===== config.mk =====
export PLATFORM = sky130hd
export DESIGN_NAME = uart_tx
export DESIGN_NICKNAME = d
export VERILOG_FILES = /design/src/rtl/uart_pkg.sv /design/src/rtl/baud_tick_det.sv /design/src/rtl/uart_tx.sv
export SDC_FILE = /design/constraint.sdc
export NUM_CORES = 1
export LEC_CHECK = 0
export CORE_ASPECT_RATIO = 1.5
export CORE_UTILIZATION = 52
export DETAILED_ROUTE_END_ITERATION = 8
export GPL_TIMING_DRIVEN = 0
export PLACE_DENSITY = 0.78
export SLEW_MARGIN = 20
export SYNTH_ARGS = -nofsm -noshare
export SYNTH_HDL_FRONTEND = slang
export SYNTH_SLANG_ARGS = --single-unit

===== constraint.sdc =====
create_clock -name clock -period 1.6 [get_ports clock]
set_input_delay 0.16 -clock clock [delete_from_list [all_inputs] [get_ports clock]]
set_output_delay 0.16 -clock clock [all_outputs]
set_load 0.005 [all_outputs]

===== src/rtl/uart_pkg.sv =====
// Shared UART definitions: transmitter/receiver state encoding, parity codes
// and the parity-bit helper.
package uart_pkg;

  typedef enum logic [2:0] {
    IDLE,
    SYNC,
    START,
    DATA,
    PARITY,
    STOP
  } uart_state_t;

  localparam logic [1:0] PAR_NONE = 2'b00;
  localparam logic [1:0] PAR_ODD  = 2'b01;
  localparam logic [1:0] PAR_EVEN = 2'b10;
  localparam logic [1:0] PAR_MARK = 2'b11;

  // Narrower words are zero-extended by the caller; zeros leave the XOR unchanged.
  function automatic logic parity_bit(input logic [1:0] sel, input logic [7:0] data);
    case (sel)
      PAR_ODD:  return ~^data;
      PAR_EVEN: return ^data;
      PAR_MARK: return 1'b1;
      default:  return 1'b0;
    endcase
  endfunction

endpackage


===== src/rtl/baud_tick_det.sv =====
// Rising-edge detector on the baud generator square wave; one tick per bit period.
module baud_tick_det (
  input  logic clock,
  input  logic reset,
  input  logic baud_in,
  output logic tick
);

  logic baud_q;

  always_ff @(posedge clock) begin
    if (reset) baud_q <= 1'b0;
    else       baud_q <= baud_in;
  end

  assign tick = baud_in & ~baud_q;

endmodule


===== src/rtl/uart_tx.sv =====
// UART transmitter: start bit, DATA_BITS data bits LSB first, optional parity,
// one or two stop bits, paced by rising edges of the baud generator output.
module uart_tx
  import uart_pkg::*;
#(
  parameter int unsigned DATA_BITS = 8
) (
  input  logic                 clock,
  input  logic                 reset,
  input  logic                 baud_in,
  input  logic [1:0]           parity_sel,
  input  logic                 stop_two,
  input  logic [DATA_BITS-1:0] tx_data,
  input  logic                 tx_valid,
  output logic                 tx_ready,
  output logic                 tx_line,
  output logic                 tx_busy,
  output logic                 tx_done
);

  localparam int unsigned        IDX_W    = $clog2(DATA_BITS);
  localparam logic [IDX_W-1:0]   LAST_IDX = IDX_W'(DATA_BITS - 1);

  uart_state_t          state;
  logic                 tick;
  logic [DATA_BITS-1:0] data_q;
  logic [IDX_W-1:0]     bit_idx;
  logic                 stop_cnt;
  logic                 par_en_q;
  logic                 par_bit_q;
  logic                 stop_two_q;

  baud_tick_det u_tick (
    .clock   (clock),
    .reset   (reset),
    .baud_in (baud_in),
    .tick    (tick)
  );

  assign tx_ready = (state == IDLE);
  assign tx_busy  = ~tx_ready;

  // Parity is resolved at accept time so the data register can shift out in place.
  always_ff @(posedge clock) begin
    if (reset) begin
      state      <= IDLE;
      tx_line    <= 1'b1;
      tx_done    <= 1'b0;
      data_q     <= '0;
      bit_idx    <= '0;
      stop_cnt   <= 1'b0;
      par_en_q   <= 1'b0;
      par_bit_q  <= 1'b0;
      stop_two_q <= 1'b0;
    end else begin
      tx_done <= 1'b0;
      unique case (state)
        IDLE: begin
          tx_line <= 1'b1;
          if (tx_valid && tx_ready) begin
            data_q     <= tx_data;
            par_en_q   <= (parity_sel != PAR_NONE);
            par_bit_q  <= parity_bit(parity_sel, 8'(tx_data));
            stop_two_q <= stop_two;
            bit_idx    <= '0;
            stop_cnt   <= 1'b0;
            state      <= SYNC;
          end
        end
        SYNC: if (tick) begin
          tx_line <= 1'b0;
          state   <= START;
        end
        START: if (tick) begin
          tx_line <= data_q[0];
          bit_idx <= '0;
          state   <= DATA;
        end
        DATA: if (tick) begin
          if (bit_idx < LAST_IDX) begin
            bit_idx <= bit_idx + 1'b1;
            data_q  <= data_q >> 1;
            tx_line <= data_q[1];
          end else if (par_en_q) begin
            tx_line <= par_bit_q;
            state   <= PARITY;
          end else begin
            tx_line <= 1'b1;
            state   <= STOP;
          end
        end
        PARITY: if (tick) begin
          tx_line <= 1'b1;
          state   <= STOP;
        end
        STOP: if (tick) begin
          if (stop_cnt == stop_two_q) begin
            tx_done <= 1'b1;
            state   <= IDLE;
          end else begin
            stop_cnt <= 1'b1;
          end
        end
        default: begin
          tx_line <= 1'b1;
          state   <= IDLE;
        end
      endcase
    end
  end

endmodule


==> results of run 1 <==
-- through the flow --
stage | total power, mW | cells | area (um2) | TNS [ps] | setup slack [ps]
after floorplan | 0.791 | 138 | 1160 | 0 | 113
after global placement | 0.879 | 178 | 1360 | -2630 | -237
after detailed placement | 0.889 | 178 | 1360 | -3630 | -322
after CTS | 1.15 | 183 | 1410 | -7.92 | -7.92
after global routing | 1.25 | 188 | 1490 | -214 | -53.7
final | 1.19 | 188 | 1490 | -18.0 | -18.0
-- final timing paths --
path / start / endpoint / slack (ps) / cells past startpoint
max: state[2] / data_q[5] / -20 / 7
max reg2reg: state[2] / data_q[5] / -20 / 7
min reg2reg: u_tick.baud_q / tx_done / 480 / 1
min: tx_data[3] / data_q[3] / 470 / 3
-- critical path, delay by kind of cell, from the launching register on --
family                 cells  cell delay [ps]
AND/OR/NAND/NOR            3              480
flip-flops                 1              350
buffers and inverters      2              280
AO/OA/AOI/OAI              2              400
-- repair_timing --
action / CTS / global route
pin swaps: 1 / 5
setup buffers: 1 / 5
endpoints found under the setup margin: 6 / 14
resized for setup: 6 / 14
-- synthesized netlist by cell type, types with 2 or more instances --
library cell   n
a21oi_1        6
dfxtp_1       21
buf_2          3
nor2b_1        3
nand2_1       18
xnor2_1        6
nor2_1        21
xor2_1         2
a311oi_1       5
inv_1          5
a311oi_2       3
buf_6          3
nand3b_1       2
nand2b_1       2
o21ai_0        4
clkbuf_1       4
and3_1         2
nor3_1         2
nand3_1        3
a211oi_1       4
a2111oi_0      2
mux2i_1        2
-- report_power, final --
group          internal (mW)  switching, mW  total [mW]
logic                  0.182          0.158       0.341
registers              0.562         0.0239       0.586
clock network         0.0931          0.170       0.263
-- sequential cells by signal (all words and copies together) (netlist names) --
name           count
par_bit_q          1
data_q             8
tx_done            1
state              3
tx_line            1
par_en_q           1
bit_idx            3
stop_cnt           1
u_tick.baud_q      1
stop_two_q         1
-- per-layer routing --
layer | share of wire | track usage
met4 | 0.028 | 0.0952
met3 | 0.033 | 0.0223
met1 | 0.39 | 0.300
met5 | 0 | 0
met2 | 0.55 | 0.469
-- area by class of cell --
| type | instances | area, um2 | area share |
|---|---|---|---|
| plain buffers | 10 | 81.3 | 0.0546 |
| well taps | 22 | 27.5 | 0.0185 |
| clock buffers | 3 | 22.5 | 0.0151 |
| repair buffers | 24 | 239 | 0.161 |
| clock inverters | 1 | 5.00 | 0.00336 |
| flip-flops and latches | 21 | 424 | 0.285 |
| inverters | 5 | 18.8 | 0.0126 |
| multi-input cells | 102 | 671 | 0.450 |
-- kinds of logic after synthesis --
kind of cell	count (synthesis)	synth area share
flops	21	0.364
mux	2	0.0173
compound gates	32	0.231
xor+xnor	8	0.0606
simple gates	59	0.246
buf+inv	15	0.0714
fa+ha+maj	1	0.0108
==> flow_summary.toml, run 1 <==
[sta]
rsz0062_at_grt = "true"
slew_viol_final = 0
maxClockFrequency_mhz = 618
post-route-min-period_ps = 1620
postLayoutSetupSlackWorst_ps = -18.0
setup_viol = 1
holdWs_ps = 465
worstMarginPinSlew_ps = 557
report.final.hold_viol_count = 0
finClkSkew_ps = 15.1
max_slew_margin = 0.629
finalCritPeriodShare = 1.01

[route]
drc = 0
initialDrtViolationCount = 26
postRouteAntennaNets = 0
route.detailed.vias_per_inst = 6.02
detail_route.wl_per_cell_um = 15.8
route.final.wire_length_mm = 2.98
first_pass_iters = 4
routed-via-count = 1132

[clock_network]
numCtsBuffers = 3
cts.hold.buffers_added = 0
cts_tree = "yes"
clockBufferDepth = 2
htreeDepth = 1
root_buffer_selected_by_cts = "clkbuf_4"
clk_latency_ps = 310
clkTransAtPathRegs_ps = 130
clkSinkCount = 21

[power_and_ir_drop]
power_leakage_nw = 0.576
vdd_drop_max_v = 0.000486
power_density_nw_per_um2 = 799

[die]
rows = 20
die_ht_um = 59.8
chipWidth_um = 40.5
initial_standard_cell_utilization_of_the_core = 0.563
pin_count = 19
dieArea_um2 = 2420
core-area_um2 = 2050

[synth]
synth.yosys.seq_area_share = 0.364
yosys-top-cells-area = "dfxtp_1 (36%), nor2_1 (6.8%), nand2_1 (5.8%), xnor2_1 (4.5%), a311oi_2 (3.9%)"
yosys.cell_types.count = 37
synth.top_cell.area_share = 0.364
postSynthAreaPerCell_um2 = 8.38
postSynthNetCount = 154
synth.yosys.warnings = 0
synth_enable_flop_cells = 0
ys_dominant_reg_cell = "dfxtp_1"
synth-seq-cells = 21
postSynth.asyncResetShare = 0
synth_area_leader_cell = "dfxtp_1"
synth_cells = 138
mappedNetlistArea_um2 = 1160

[critical_path]
critPathMaxStageDelay_ps = 350
timing.critical_path.slowest_stage_cell = "dfxtp_2"
critPathCaptureType = "flop"
cp_class = "reg2reg"
start_kind = "flop"
critical_path.max_fanout = 10
cp.required_ps = 1810
critical_path_arrival_ps = 1820
timing.critical_path.cells = "buf_6 > nand3b_1 > nor2_2 > a2bb2oi_4 > buf_6 > nor2_1 > a311oi_2"
timing.critical_path.mode_cell = "buf_6"

[job]
max_cap_violations = 0

[grt]
grt.overflow.total = 0
gr-usage-all-layers = 0.261
grt_antenna_before_repair = 0
grt_start_max_net_pins = 13
grt_pass1_vias = 1042
first_pass_grt_wire_length_mm = 4.46

[run_status]
status = "finished, violations left"
failed_checks = "negative setup slack"

[worst_hold_path]
worst_hold_path_class = "in2reg"

[layout]
post-route-util = 0.726
area.growth.synth_to_final_pct = 28.8
final_common_cell = "nor2_1"
nFillCells = 170
layout_cells_sized_above_1 = 0.187
mostFrequentLayoutCells = "nor2_1 (19), nand2_1 (18), dfxtp_1 (18), clkdlybuf4s50_1 (16)"
layout.nets = 183
antenna-diode-count = 0

[place]
dpl.hpwl_mm = 2.02
buffer_ports.inserted = 18
gp_congestion = 0.731
Note: power is estimated with default switching activity, not from simulation.
==> run 2: changes to the inputs <==
- CTS_CLUSTER_DIAMETER: default -> 100
- CTS_CLUSTER_SIZE: default -> 12
==> results of run 2 <==
No change in the layout: final DEF, timing and power equal those of run 1.
==> run 3: changes to the inputs <==
- CTS_CLUSTER_DIAMETER: 100 -> default
- SLEW_MARGIN: 20 -> 25
==> results of run 3 <==
No change in the layout: final DEF, timing and power equal those of run 1.
